`src/rtl/conv_pkg.sv`:
```
// Shared types and constants for the convolution post-processing path:
// bias + optional ReLU, requantise/saturate, then 2x2 max-pool.
package conv_pkg;

    localparam int ACC_W = 48;
    localparam int OUT_W = 16;

    localparam logic signed [OUT_W-1:0] OUT_MAX = 16'sh7fff;
    localparam logic signed [OUT_W-1:0] OUT_MIN = 16'sh8000;

    // Saturation bounds widened to the 49-bit biased-sum domain.
    localparam logic signed [ACC_W:0] SUM_MAX = (ACC_W + 1)'(32767);
    localparam logic signed [ACC_W:0] SUM_MIN = (ACC_W + 1)'(-32768);

    typedef enum logic [1:0] {
        ST_IDLE,
        ST_RUN,
        ST_FLUSH,
        ST_DONE
    } state_t;

    function automatic int ofm_size(input int fm, input int k, input int pad, input int stride);
        return (fm - k + 2 * pad) / stride + 1;
    endfunction

    function automatic logic signed [OUT_W-1:0] saturate(input logic signed [ACC_W:0] x);
        if (x > SUM_MAX) begin
            return OUT_MAX;
        end else if (x < SUM_MIN) begin
            return OUT_MIN;
        end else begin
            return x[OUT_W-1:0];
        end
    endfunction

endpackage

```
`src/rtl/conv_pool_post_if.sv`:
```
// Frame-control, conv-result stream and pooled-result signals of conv_pool_post.
interface conv_pool_post_if;
    import conv_pkg::*;

    logic                    i_go;
    logic signed [ACC_W-1:0] i_bias;
    logic                    i_valid;
    logic signed [ACC_W-1:0] i_conv_result;
    logic                    o_valid;
    logic signed [OUT_W-1:0] o_pool_result;
    logic                    o_done;

    modport slave (
        input  i_go, i_bias, i_valid, i_conv_result,
        output o_valid, o_pool_result, o_done
    );

    modport master (
        output i_go, i_bias, i_valid, i_conv_result,
        input  o_valid, o_pool_result, o_done
    );

endinterface

```
`src/rtl/pool_row_buf.sv`:
```
// Row buffer holding the horizontal pair-maxima of the even row of each pooling window.
module pool_row_buf
    import conv_pkg::*;
#(
    parameter  int DEPTH = 1,
    localparam int AW    = (DEPTH > 1) ? $clog2(DEPTH) : 1
) (
    input  logic                    i_clk,
    input  logic                    i_we,
    input  logic [AW-1:0]           i_addr,
    input  logic signed [OUT_W-1:0] i_wdata,
    output logic signed [OUT_W-1:0] o_rdata
);

    // Storage is rounded up to a power of two so every address value is in range.
    logic signed [OUT_W-1:0] mem_q [0:(1 << AW)-1];

    always_ff @(posedge i_clk) begin
        if (i_we) begin
            mem_q[i_addr] <= i_wdata;
        end
    end

    assign o_rdata = mem_q[i_addr];

endmodule

```
`src/rtl/conv_pool_post.sv`:
```
// Bias/ReLU, shift-saturate and 2x2 max-pool of a raster conv-result stream.
// Optional feature: define CONV_POOL_RELU_EN to clamp negative biased sums to 0.
module conv_pool_post
    import conv_pkg::*;
#(
    parameter int KERNEL_SIZE = 3,
    parameter int FM_SIZE     = 4,
    parameter int PADDING     = 0,
    parameter int STRIDE      = 1,
    parameter int SHIFT       = 0
) (
    input  logic i_clk,
    input  logic i_rst_n,
    conv_pool_post_if.slave io
);

    localparam int OFM_SIZE = ofm_size(FM_SIZE, KERNEL_SIZE, PADDING, STRIDE);
    localparam int HALF     = OFM_SIZE / 2;
    localparam int CNT_W    = (OFM_SIZE > 1) ? $clog2(OFM_SIZE) : 1;
    localparam int AW       = (HALF > 1) ? $clog2(HALF) : 1;
    localparam logic [CNT_W-1:0] LAST = CNT_W'(OFM_SIZE - 1);

    if ((OFM_SIZE % 2) != 0) begin : g_ofm_odd
        $error("conv_pool_post: OFM_SIZE must be even");
    end

    state_t                  state_q, state_d;
    logic [CNT_W-1:0]        row_q, row_d, col_q, col_d;
    logic signed [ACC_W-1:0] bias_q, bias_d;
    logic                    accept;

    logic                    v1_q, v1_d;
    logic signed [ACC_W:0]   sum_q, sum_d;
    logic [CNT_W-1:0]        col1_q, col1_d;
    logic                    row_odd1_q, row_odd1_d;

    logic                    v2_q, v2_d;
    logic signed [OUT_W-1:0] sat_q, sat_d;
    logic [CNT_W-1:0]        col2_q, col2_d;
    logic                    row_odd2_q, row_odd2_d;

    logic signed [OUT_W-1:0] hold_q, hold_d;
    logic                    o_valid_q, o_valid_d;
    logic signed [OUT_W-1:0] o_pool_q, o_pool_d;

    logic                    buf_we;
    logic [AW-1:0]           buf_addr;
    logic signed [OUT_W-1:0] buf_rdata;
    logic signed [OUT_W-1:0] pair;

    always_ff @(posedge i_clk or negedge i_rst_n) begin
        if (!i_rst_n) begin
            state_q    <= ST_IDLE;
            row_q      <= '0;
            col_q      <= '0;
            bias_q     <= '0;
            v1_q       <= 1'b0;
            sum_q      <= '0;
            col1_q     <= '0;
            row_odd1_q <= 1'b0;
            v2_q       <= 1'b0;
            sat_q      <= '0;
            col2_q     <= '0;
            row_odd2_q <= 1'b0;
            hold_q     <= '0;
            o_valid_q  <= 1'b0;
            o_pool_q   <= '0;
        end else begin
            state_q    <= state_d;
            row_q      <= row_d;
            col_q      <= col_d;
            bias_q     <= bias_d;
            v1_q       <= v1_d;
            sum_q      <= sum_d;
            col1_q     <= col1_d;
            row_odd1_q <= row_odd1_d;
            v2_q       <= v2_d;
            sat_q      <= sat_d;
            col2_q     <= col2_d;
            row_odd2_q <= row_odd2_d;
            hold_q     <= hold_d;
            o_valid_q  <= o_valid_d;
            o_pool_q   <= o_pool_d;
        end
    end

    // Frame control: inputs are only counted in RUN; FLUSH drains the three-stage pipe.
    always_comb begin
        state_d = state_q;
        row_d   = row_q;
        col_d   = col_q;
        bias_d  = bias_q;
        accept  = 1'b0;
        case (state_q)
            ST_IDLE: begin
                if (io.i_go) begin
                    bias_d  = io.i_bias;
                    row_d   = '0;
                    col_d   = '0;
                    state_d = ST_RUN;
                end
            end
            ST_RUN: begin
                if (io.i_valid) begin
                    accept = 1'b1;
                    if (col_q == LAST) begin
                        col_d = '0;
                        if (row_q == LAST) begin
                            row_d   = '0;
                            state_d = ST_FLUSH;
                        end else begin
                            row_d = row_q + CNT_W'(1);
                        end
                    end else begin
                        col_d = col_q + CNT_W'(1);
                    end
                end
            end
            ST_FLUSH: begin
                if (!v1_q && !v2_q) begin
                    state_d = ST_DONE;
                end
            end
            ST_DONE: begin
                state_d = ST_IDLE;
            end
            default: begin
                state_d = ST_IDLE;
            end
        endcase
    end

    // Datapath; ties in either max keep the earlier (left, then upper) value.
    always_comb begin
        v1_d       = accept;
        sum_d      = (ACC_W + 1)'(io.i_conv_result) + (ACC_W + 1)'(bias_q);
`ifdef CONV_POOL_RELU_EN
        if (sum_d[ACC_W]) begin
            sum_d = '0;
        end
`else
`endif
        col1_d     = col_q;
        row_odd1_d = row_q[0];

        v2_d       = v1_q;
        sat_d      = saturate(sum_q >>> SHIFT);
        col2_d     = col1_q;
        row_odd2_d = row_odd1_q;

        pair     = (sat_q > hold_q) ? sat_q : hold_q;
        buf_addr = AW'(col2_q >> 1);
        buf_we   = v2_q && col2_q[0] && !row_odd2_q;
        hold_d   = hold_q;
        if (v2_q && !col2_q[0]) begin
            hold_d = sat_q;
        end
        o_valid_d = v2_q && col2_q[0] && row_odd2_q;
        o_pool_d  = o_pool_q;
        if (o_valid_d) begin
            o_pool_d = (pair > buf_rdata) ? pair : buf_rdata;
        end
    end

    pool_row_buf #(
        .DEPTH (HALF)
    ) u_row_buf (
        .i_clk   (i_clk),
        .i_we    (buf_we),
        .i_addr  (buf_addr),
        .i_wdata (pair),
        .o_rdata (buf_rdata)
    );

    assign io.o_valid       = o_valid_q;
    assign io.o_pool_result = o_pool_q;
    assign io.o_done        = (state_q == ST_DONE);

endmodule

```
`src/flat_wrapper.sv`:
```
// flat-port wrapper written by rule: the top's interface ports become plain ports
module conv_pool_post_flat import conv_pkg::*;
#(
    parameter int KERNEL_SIZE = 3,
    parameter int FM_SIZE     = 4,
    parameter int PADDING     = 0,
    parameter int STRIDE      = 1,
    parameter int SHIFT       = 0
)
  (i_clk, i_rst_n, io_i_go, io_i_bias, io_i_valid, io_i_conv_result, io_o_valid, io_o_pool_result, io_o_done);
  conv_pool_post_if io_i ();
  input  logic i_clk;
  input  logic i_rst_n;
  input wire logic [$bits(io_i.i_go)-1:0] io_i_go;
  input wire logic [$bits(io_i.i_bias)-1:0] io_i_bias;
  input wire logic [$bits(io_i.i_valid)-1:0] io_i_valid;
  input wire logic [$bits(io_i.i_conv_result)-1:0] io_i_conv_result;
  output wire logic [$bits(io_i.o_valid)-1:0] io_o_valid;
  output wire logic [$bits(io_i.o_pool_result)-1:0] io_o_pool_result;
  output wire logic [$bits(io_i.o_done)-1:0] io_o_done;
  assign io_i.i_go = io_i_go;
  assign io_i.i_bias = io_i_bias;
  assign io_i.i_valid = io_i_valid;
  assign io_i.i_conv_result = io_i_conv_result;
  assign io_o_valid = io_i.o_valid;
  assign io_o_pool_result = io_i.o_pool_result;
  assign io_o_done = io_i.o_done;
  conv_pool_post #(.KERNEL_SIZE(KERNEL_SIZE), .FM_SIZE(FM_SIZE), .PADDING(PADDING), .STRIDE(STRIDE), .SHIFT(SHIFT)) u_core (.i_clk(i_clk), .i_rst_n(i_rst_n), .io(io_i));
endmodule
```
`config.mk`:
```
export PLATFORM = sky130hd
export DESIGN_NAME = conv_pool_post_flat
export DESIGN_NICKNAME = d
export VERILOG_FILES = /design/src/rtl/conv_pkg.sv /design/src/rtl/conv_pool_post_if.sv /design/src/rtl/pool_row_buf.sv /design/src/rtl/conv_pool_post.sv /design/src/flat_wrapper.sv
export SDC_FILE = /design/constraint.sdc
export NUM_CORES = 1
export LEC_CHECK = 0
export ABC_AREA = 1
export CAP_MARGIN = 20
export CORE_UTILIZATION = 62
export CTS_CLUSTER_SIZE = 28
export DETAILED_ROUTE_END_ITERATION = 10
export GPL_TIMING_DRIVEN = 0
export PLACE_DENSITY = 0.87
export SLEW_MARGIN = 5
export SYNTH_ARGS = -nofsm -noshare
export SYNTH_HDL_FRONTEND = slang
export SYNTH_SLANG_ARGS = --single-unit
```
`constraint.sdc`:
```
create_clock -name i_clk -period 5.2 [get_ports i_clk]
set_input_delay 0.78 -clock i_clk [delete_from_list [all_inputs] [get_ports i_clk]]
set_output_delay 0.78 -clock i_clk [all_outputs]
set_load 0.02 [all_outputs]
```
After elaboration in Yosys (flattened, before gate mapping)
Memories as Yosys holds them, arrays and structs flattened.
Cells that the tools add are included.
{ "op_classes": {"eq_ne": 8, "n_mux": 22, "n_lt_le_gt_ge": 4, "n_addsub": 3, "n_reduce_logical": 15} }
{ "ops": {"columns": ["operator", "n"], "rows": [
  ["$mux 16", 4],
  ["$add 48x48->49", 1],
  ["$gt 49x16->1 const B", 1],
  ["$lt 49x16->1 const B", 1],
  ["$gt 16x16->1", 2],
  ["$mux 1", 10],
  ["$mux 2", 5],
  ["$pmux 2 s4", 1],
  ["$ne 2x1->1 const B", 3],
  ["$logic_and 1x1->1", 5],
  ["$reduce_and 5->1", 1],
  ["$eq 2x2->1 const B", 2],
  ["$logic_not 1->1", 4],
  ["$ne 2x2->1 const B", 2],
  ["$pmux 1 s2", 2],
  ["$reduce_and 4->1", 1],
  ["$reduce_and 3->1", 1],
  ["$add 1x1->1 const B", 2],
  ["$eq 2x1->1 const B", 1],
  ["$logic_not 2->1", 1],
  ["$reduce_and 2->1", 1],
  ["$reduce_bool 2->1", 1]
]} }
{ "word_totals": {"mem_count": 1, "regBits": 156, "word_cells": 68, "ramBits": 32, "input_bits": 100, "output_inout_bits": 18} }
{ "memory_table": {"columns": ["memory", "depth", "width", "read_ports", "rd_clocked_by_memory_dff", "wr", "line", "rtl"], "rows": [
  ["u_core.u_row_buf.mem_q", 2, 16, 1, 0, 1, "pool_row_buf.sv:16", "logic signed [OUT_W-1:0] mem_q [0:(1 << AW)-1];"]
]} }

Depth between registers and ports, before layout
{ "logic_depth": {"depth_word": 5, "depth_mapped": 34, "mapped_depth_nobuf": 32} }

Hierarchy
From an unflattened synthesis, not the netlist that was laid out.
{ "hier_totals": {"hier_cells": 1324, "hier_area_um2": 11140.7} }
{ "modules_own_cells": {"columns": ["module", "cells_each", "seq_area_each_um2", "area_each_um2", "instances"], "rows": [
  ["conv_pool_post", 1236, 3903.7, 9920.8, 1],
  ["pool_row_buf", 88, 960.9, 1219.9, 1]
]} }

Worst setup path after synthesis
No wires, ideal clock.
{ "synth_path": {"path_kind": "register to register", "startpoint": "reg u_core.hold_q[15]", "endpoint": "reg u_core.o_pool_q[5], in the netlist u_core.io.o_pool_result[5]", "synth_period_minus_slack_ns": 3.110, "stages_incl_launch_ff": 26, "path_buffers": 2, "setup_ns": 0.117, "required_time_ns": 5.083, "arrival_ns": 2.993, "setup_slack_ns": 2.090, "cell_sequence": "dfrtp_1 -> inv_1 -> ha_1 -> nand2_1 -> inv_2 -> nand3_2 -> inv_1 -> a21oi_2 -> nand2_1 -> nand2_4 -> nand3_4 -> buf_6 -> nand2_2 -> nand2_1 -> ha_1 -> a21oi_1 -> o21ai_0 -> a21oi_1 -> nand2_1 -> nand2_1 -> nand3_2 -> inv_2 -> buf_4 -> nand3_1 -> nand2_1 -> nand2_1"} }
{ "synth_between": {"elab_chain_len": 4} }
{ "synth_lines": {"columns": ["item", "line", "rtl"], "rows": [
  ["start: declaration", "conv_pool_post.sv:42", "logic signed [OUT_W-1:0] hold_q, hold_d;"],
  ["start signal: assignment", "conv_pool_post.sv:81", "hold_q <= hold_d;"],
  ["$gt 16x16->1", "conv_pool_post.sv:151", "pair = (sat_q > hold_q) ? sat_q : hold_q;"],
  ["$mux 16", "conv_pool_post.sv:151", null],
  ["via u_core.pair[11]", "conv_pool_post.sv:49", "logic signed [OUT_W-1:0] pair;"],
  ["$gt 16x16->1", "conv_pool_post.sv:161", "o_pool_d = (pair > buf_rdata) ? pair : buf_rdata;"],
  ["$mux 16", "conv_pool_post.sv:161", null],
  ["end signal: assignment", "conv_pool_post.sv:83", "o_pool_q <= o_pool_d;"],
  ["end: declaration", "conv_pool_post.sv:44", "logic signed [OUT_W-1:0] o_pool_q, o_pool_d;"]
]} }
The timed path passes the listed nets, and every way through them passes these cells.
A chain may end at the register's enable or synchronous reset.

Worst setup path after layout
{ "layout_path": {"startpoint": "reg u_core.sat_q[5]", "endpoint": "reg u_core.o_pool_q[12], in the netlist u_core.io.o_pool_result[12]"} }
{ "layout_between": {"elab_chain_len": 4} }
{ "layout_lines": {"columns": ["item", "line", "rtl"], "rows": [
  ["start: declaration", "conv_pool_post.sv:38", "logic signed [OUT_W-1:0] sat_q, sat_d;"],
  ["start signal: assignment", "conv_pool_post.sv:78", "sat_q <= sat_d;"],
  ["$gt 16x16->1", "conv_pool_post.sv:151", null],
  ["$mux 16", "conv_pool_post.sv:151", null],
  ["via u_core.pair[11]", "conv_pool_post.sv:49", null],
  ["$gt 16x16->1", "conv_pool_post.sv:161", null],
  ["$mux 16", "conv_pool_post.sv:161", null]
]} }
The timed path passes the listed nets, and every way through them passes these cells.

==> impl_metrics.json <==
{
  "outcome": "finished, final reports clean",
  "clk_pin_slew_worst_paths_ns": 0.07,
  "cts_setup_buffers": 0,
  "synth_seq_cells": 172,
  "synth-edff-count": 16,
  "yosysTopAreaCellShare": 0.374,
  "relSlewSlack": 0.611,
  "routed_wl_mm": 26.3,
  "die_h_um": 132,
  "min_period_ns": 3.77,
  "core_area_um2": 16500,
  "maxCapViolations": 0,
  "finalSetupViolCount": 0,
  "critical-path-max-stage-delay_ns": 0.44,
  "clock_latency_ns": 0.43,
  "layout_common_cells": "nand2_1 (270), dfrtp_1 (156), inv_1 (125), nor2_1 (124), a21oi_1 (120)",
  "synthArstFlopShare": 0.907,
  "synth_top_cell_by_area": "dfrtp_1",
  "synthFlopType": "dfrtp_1",
  "portBuffers": 117,
  "drc": 0,
  "layout_worst_path_cycle_share": 0.725,
  "place_hpwl_mm": 21.2,
  "required_ns": 5.52,
  "tightest_slew_ns": 0.579,
  "start_util": 0.631,
  "crit_top_cell": "nand2_1",
  "seq_area_frac_synth": 0.420,
  "hold_buffers": 0,
  "power_density_nw_per_um2": 730,
  "area_growth_pct": 20.1,
  "ys_types": 45,
  "vias": 9079,
  "rsz0062_at_grt": "no",
  "track_usage": 0.317,
  "path_cells": "ha_1 > a21oi_1 > nor2_1 > nor2_1 > nand2_1 > nand2_1 > nand2_1 > nand2_4 > nand3_4 > buf_6 > nand2_2 > nand2_1 > ha_1 > a21oi_1 > o21ai_0 > a21oi_1 > nand2_1 > nand2_1 > nand3_2 > inv_2 > buf_4 > nand3_1 > nand2_1 > nand2_1",
  "clock_skew_ns": 0.0101,
  "final_nets": 1565,
  "drive_gt1_frac": 0.0962,
  "cts_buffer_depth": 2,
  "antenna_left": 0,
  "syn_avg_cell_area_um2": 8.40,
  "multi_input_area_um2": 5460,
  "end_kind": "flip-flop",
  "crit_slowest_cell": "dfrtp_1",
  "wire_per_inst_um": 16.3,
  "htreeDepth": 4,
  "critPathMaxFanout": 10,
  "die_x_um": 132,
  "hp-class": "in2async",
  "grt_max_degree": 103,
  "viasPerCell": 5.63,
  "irDropWorstVdd_mv": 0.470,
  "grt_pass1_vias": 9151,
  "arrival_ns": 4.09,
  "grt_pass1_wl_mm": 43.0,
  "gp_congestion": 0.981,
  "clock-root-buffer": "clkbuf_16",
  "cts.sinks": 172,
  "final_util": 0.758,
  "tritoncts": "done",
  "antenna_found_initial": 0,
  "syn-cell-area_um2": 10400,
  "finalHoldViolations": 0,
  "rows": 47,
  "maxSlewViolCount": 0,
  "setup.worst_path.start_class": "flip-flop",
  "fin_total_pwr_uw": 9140,
  "final-seq-area_um2": 4380,
  "final_common_cell": "nand2_1",
  "synth_area_leaders": "dfrtp_1 (37%), ha_1 (10%), nand2_1 (9.7%), a21oi_1 (5.8%), mux2_2 (5.1%)",
  "syn_nets": 1427,
  "fmax_mhz": 265,
  "antennaDiodeCount": 0,
  "ctsResizeCount": 0,
  "worstSetupPathType": "reg2reg",
  "drt_pass1_iterations": 6,
  "drt_iter0_drc": 690,
  "cts_made_buffers": 17,
  "nFillCells": 1236,
  "yosys_warnings": 0,
  "num_io_pins": 118,
  "p_leak_uw": 0.00585,
  "syn_inst": 1242,
  "die_area_um2": 17300,
  "globalRoute.totalOverflow": 0
}
Yosys cell counts, types with 2 or more instances:
master	instances
nand2_1	270
dfrtp_1	156
inv_1	125
nor2_1	124
a21oi_1	120
ha_1	84
nand3_1	57
mux2_2	47
o21ai_0	46
nand4_1	33
xor2_1	33
nand2_2	19
edfxtp_1	16
xnor2_1	11
nor4_1	10
nor3_1	9
a21o_1	8
clkbuf_1	8
buf_2	7
o21bai_1	7
nand3_2	6
a31oi_1	5
o21ai_1	5
inv_2	4
buf_1	3
nor2_2	3
o21ai_2	3
a21boi_0	2
a21oi_2	2
nor3_2	2
o21a_1	2
or2_0	2
critical path, delay by kind of cell, from the launching register on:
family / cells / cell delay (ns)
simple gates: 15 / 1.29
compound gates: 4 / 0.71
buf+inv: 3 / 0.56
flops: 1 / 0.44
fa+ha+maj: 2 / 0.64
flip-flops by register name, summed over array words and instances (netlist names), 2 cells and up:
name	count
u_core.sum_q	49
u_core.state_q	2
u_core.io.o_pool_result	16
u_core.hold_q	16
u_core.u_row_buf.mem_q	16
u_core.sat_q	16
u_core.bias_q	48
layer usage:
layer | global-route usage | vias to the layer above | routed length, µm
met3 | 0.0451 | 85 | 1320
met2 | 0.563 | 338 | 13200
li1 | - | 4420 | -
met1 | 0.370 | 4236 | 10500
met5 | 0 | - | 0
met4 | 0.171 | 0 | 1280
final cells by class:
cell class	instances	area share
Timing Repair Buffer	119	0.0964
Inverter	129	0.0387
Tap cell	220	0.0220
Multi-Input combinational cell	920	0.436
Sequential cell	172	0.350
Clock inverter	14	0.0144
Clock buffer	18	0.0343
Buffer	21	0.00819
logic make-up (layout without fill, tap and decap cells):
family	after synthesis	after routing	synth area share
and+or+nand+nor	541	541	0.227
buffers and inverters	150	301	0.0563
DFF	172	172	0.420
xor gates and xnor gates	44	44	0.0370
adders and majority gates	85	85	0.103
muxes	47	47	0.0508
AOI/OAI and AO/OA	203	203	0.106
path summary, 6_finish.rpt:
check                                  start                          end  slack [ns]  cells after the start
setup / recovery             u_core.sat_q[5]  u_core.io.o_pool_result[12]        1.43                     24
hold / removal                       i_rst_n            u_core.io.o_valid        0.29                      1
setup reg to reg             u_core.sat_q[5]  u_core.io.o_pool_result[12]        1.43                     24
hold reg to reg            u_core.row_odd1_q            u_core.row_odd2_q        0.36                      0
max in group asynchronous            i_rst_n             u_core.sum_q[36]        4.07                      2
min in group i_clk         u_core.row_odd1_q            u_core.row_odd2_q        0.36                      0
stage by stage:
stage / setup TNS, ns / hold WS (ns) / cell area, µm² / cells / worst slack [ns]
2_1_floorplan: 0 / 0.331 / 10400 / 1242 / 2.09
3_3_place_gp: -398.43 / 0.332 / 11900 / 1579 / -2.57
3_5_place_dp: 0 / 0.343 / 11900 / 1581 / 1.49
4_1_cts: 0 / 0.313 / 12500 / 1613 / 1.44
5_1_grt: 0 / 0.322 / 12500 / 1613 / 1.10
6_report: 0 / 0.285 / 12500 / 1613 / 1.43
power by group:
group / switching, µW / internal, µW
Combinational: 3390 / 1980
Clock: 562 / 765
Sequential: 362 / 2080
Power figures use the tool's default switching activity.
==> edit 1, RTL diff (same flow settings) <==
Make the reset (`i_rst_n`) synchronous in one clocked block.
--- a/src/rtl/conv_pool_post.sv
+++ b/src/rtl/conv_pool_post.sv
@@ -48,7 +48,7 @@
     logic signed [OUT_W-1:0] buf_rdata;
     logic signed [OUT_W-1:0] pair;
 
-    always_ff @(posedge i_clk or negedge i_rst_n) begin
+    always_ff @(posedge i_clk) begin
         if (!i_rst_n) begin
             state_q    <= ST_IDLE;
             row_q      <= '0;
Behaviour: not the same (Yosys sat finds a counterexample within 10 cycles, from zero or initial values and one cycle with i_rst_n low; the reset may be asserted at any time).
==> edit 1 against the unedited design <==
- global-route usage increased by 6.0 points
- cell area decreased by 1.8%
- worst setup slack got worse by 0.42 ns
- wire length increased by 19%
- area after synthesis decreased by 2.1%
- sequential cell count unchanged
Power is not compared: it rests on default switching activity, and its combinational part moved more than twofold at a synthesized area within 25%.
==> edit 1: results (changes against the unedited design) <==
crit path max fanout=10 (unchanged); DPL Wire Length=24300 microns (was 21200 microns); Total Wirelength=31200 microns (was 26300 microns); via count normalized by instance count=5.81 (was 5.63); Layout area overhead=20.4% (was 20.1%); H-tree depth=4 (unchanged); ANT cells=0 (unchanged); post-synth cell types=50 (was 45); vias in the first global route=10013 (was 9151); total CTS buffers=17 (unchanged); Post-Layout Cell Count=1830 (was 1613); Avg Inst Size Synth=6.97 sq um (was 8.40 sq um); WP data arrival=4.49 ns (was 4.09 ns); Root Buffer=clkbuf_16 (unchanged); drt pass-1 iters=6 (unchanged); synth cell count leaders=nand2_1, nor2_1, a21oi_1 (was nand2_1, dfrtp_1, inv_1); RD Place Congestion=1.03 (was 0.981); Tot GR Track Use=37.7% (was 31.7%); post-cts sizing count=0 (unchanged); Clock transition at path regs=0.07 ns (about the same); Hold Path Class=reg -> reg (was in -> async); top cells by area, synth=dfxtp_1, ha_1, nand2_1, a21oi_1, nor2_1 (was dfrtp_1, ha_1, nand2_1, a21oi_1, mux2_2); Seq/Total Area, Yosys=35.3% (was 42.0%); status=finished clean (unchanged); largest net degree at the start of global routing=18 (was 103); Initial DRC Count=863 (was 690); fraction of registers with async set or reset after synthesis=0% (was 90.7%); I/O Buffers=116 (was 117); Largest regs=u_core.sum_q: 49 flops, u_core.bias_q: 48 flops (unchanged); worst slew pin tran=0.769 ns (was 0.579 ns); global-route wire length before repair=48500 microns (was 43000 microns); CP top delay family=simple AND/OR/NAND/NOR gates (unchanged); Setup Buffers After CTS=0 (unchanged); max incr delay on CP=0.37 ns (was 0.44 ns); worst vdd ir=0.270 mV; Worst-Skew Late Latency=0.45 ns (was 0.43 ns); Worst path slowest cell=dfxtp_1 (was dfrtp_1); skew final=0.0121 ns (was 0.0101 ns); leakage power=5.27 nW; Fill cells=1229 (was 1236); clock buffer depth=2 (unchanged); pre-CTS WS=1.36 ns (was 1.49 ns); syn nets=1650 (was 1427); share of post-route cells with drive strength above 1=4.89% (was 9.62%)
==> edit 1: path summary, 6_finish.rpt <==
path | start | to | slack (ns) | cells after the start
worst max-delay path | u_core.hold_q[9] | u_core.io.o_pool_result[14] | 1.01 | 24
worst min-delay path | u_core.row_odd1_q | u_core.row_odd2_q | 0.42 | 2
worst max register to register | u_core.hold_q[9] | u_core.io.o_pool_result[14] | 1.01 | 24
worst min register to register | u_core.row_odd1_q | u_core.row_odd2_q | 0.42 | 2
==> edit 1: per-stage QoR <==
step / hold WS [ns] / power (mW) / util (%) / instance area (sq um)
after floorplan: 0.390 / 3.35 / - / 10200
after global placement: 0.398 / 3.95 / 72.8 / 11600
after detailed placement: 0.397 / 4.03 / 72.8 / 11600
after CTS: 0.417 / 5.43 / 76.8 / 12300
after global routing: 0.464 / 5.83 / 76.8 / 12300
final: 0.416 / 5.50 / 76.8 / 12300
==> edit 1: layout make-up <==
type	count	area share (%)
clock buffer	21	4.10
inverter	153	4.67
multi-input combinational	1099	47.6
buffer	41	1.52
sequential	172	29.3
tap	216	2.20
timing repair buffer	117	9.51
clock inverter	11	1.14
==> edit 1: worst reg2reg max path, delay by kind of cell (launching register included) <==
family / cells / cell delay [ns]
DFF: 1 / 0.37
buffers and inverters: 4 / 0.68
adders and majority gates: 2 / 0.59
and+or+nand+nor: 13 / 1.57
AOI/OAI and AO/OA: 5 / 0.82
==> edit 1: cells by family (layout without fill, tap and decap cells) <==
group | Yosys count | after routing | share of synthesized area, %
fa+ha+maj | 85 | 85 | 10.5
buf+inv | 194 | 343 | 7.45
xor+xnor | 1 | 1 | 0.0858
simple gates | 629 | 629 | 26.5
compound gates | 384 | 384 | 20.2
flops | 172 | 172 | 35.3
==> edit 1: metal layers <==
layer	vias to the layer above	part of all wire [%]	routed length, microns	track usage [%]
met1	4804	40	12600	43.0
met4	0	4.7	1480	21.4
met5	-	0	0	0
met2	494	49	15200	66.5
li1	5228	-	-	-
met3	113	6.0	1880	6.72
==> edit 1: power by group <==
part | total [mW] | internal (mW) | switching, mW
clock network | 1.39 | 0.807 | 0.585
logic | 2.30 | 0.791 | 1.51
registers | 1.81 | 1.63 | 0.181
==> edit 2, RTL diff (same flow settings) <==
Without the edit above. The option `CONV_POOL_RELU_EN` is turned on by a define.
--- a/src/rtl/conv_pool_post.sv
+++ b/src/rtl/conv_pool_post.sv
@@ -1,5 +1,7 @@
 // Bias/ReLU, shift-saturate and 2x2 max-pool of a raster conv-result stream.
 // Optional feature: define CONV_POOL_RELU_EN to clamp negative biased sums to 0.
+`define CONV_POOL_RELU_EN
+
 module conv_pool_post
     import conv_pkg::*;
 #(
Formal check against the unedited RTL: not equivalent (a bounded check fails within 10 cycles, from zero or initial values and one cycle with i_rst_n low).
==> edit 2 against the unedited design <==
- total power is 2.5% lower
- maximum frequency is 6.4% lower
- area after synthesis is 4.8% higher
- worst setup slack worse by 0.26 ns
- combinational power is 3% higher
- wire length is 7.2% higher
- critical path depth is 1 higher
- cell area is 4.0% higher
- sequential power is 14% lower
- count of clock-buffer cells in the layout is 1 lower
- sequential cell count is 1 lower
- largest power group unchanged
==> edit 2: results (changes against the unedited design) <==
via count normalized by instance count=5.52 (was 5.63); crit path from=u_core.hold_q[15] (was u_core.sat_q[5]); M3 GR Usage=4.73% (was 4.51%); WP data arrival=4.36 ns (was 4.09 ns); skew final=0.0114 ns (was 0.0101 ns); post-synth cell types=43 (was 45); Fill cells=1310 (was 1236); max incr delay on CP=0.36 ns (was 0.44 ns); Initial DRC Count=684 (was 690); Power Sequential=2.09 mW (was 2.44 mW); fraction of registers with async set or reset after synthesis=90.6% (was 90.7%); worst vdd ir=0.518 mV (was 0.470 mV); largest net degree at the start of global routing=104 (was 103); Fin Hold WS=0.265 ns (was 0.285 ns); worst setup path endpoint=u_core.io.o_pool_result[6] (was u_core.io.o_pool_result[12]); Post-Layout Cell Count=1744 (was 1613); leakage power=6.37 nW (was 5.85 nW); met2 global-route usage=57.9% (was 56.3%); Avg WL per Cell=16.2 microns (was 16.3 microns); status=finished clean (unchanged); comb pwr=5.52 mW (was 5.37 mW); global-route wire length before repair=45200 microns (was 43000 microns); M1 GR Usage=38.4% (was 37.0%); worst slew pin tran=0.623 ns (was 0.579 ns); met2 WL=14100 microns (was 13200 microns)
-- edit 2: cells by family (layout without fill, tap and decap cells) --
logic type      after synthesis  in the layout  share of synthesized area [%]
fa+ha+maj                    85             85                           9.80
buf+inv                     189            340                           7.00
flops                       171            171                           39.9
simple gates                662            662                           27.0
compound gates              183            183                           9.04
xor+xnor                     28             28                           2.24
other cells                   1              1                         0.0343
mux                          49             49                           5.05
-- edit 2: area by class of cell --
class / instances / area share (%)
Buffer: 22 / 1.03
Clock buffer: 17 / 3.27
Clock inverter: 15 / 1.33
Inverter: 167 / 4.85
Multi-Input combinational cell: 1008 / 44.6
Sequential cell: 171 / 33.5
Tap cell: 225 / 2.16
Timing Repair Buffer: 119 / 9.27
-- edit 2: per-stage QoR --
stage	utilization, %	setup slack, ns	cell area [sq um]
after global placement	71.9	-2.48	12400
after CTS	75.5	1.18	13000
after global routing	75.5	0.826	13000
after detailed placement	72.1	1.30	12400
after floorplan	-	1.96	10900
final	75.5	1.17	13000
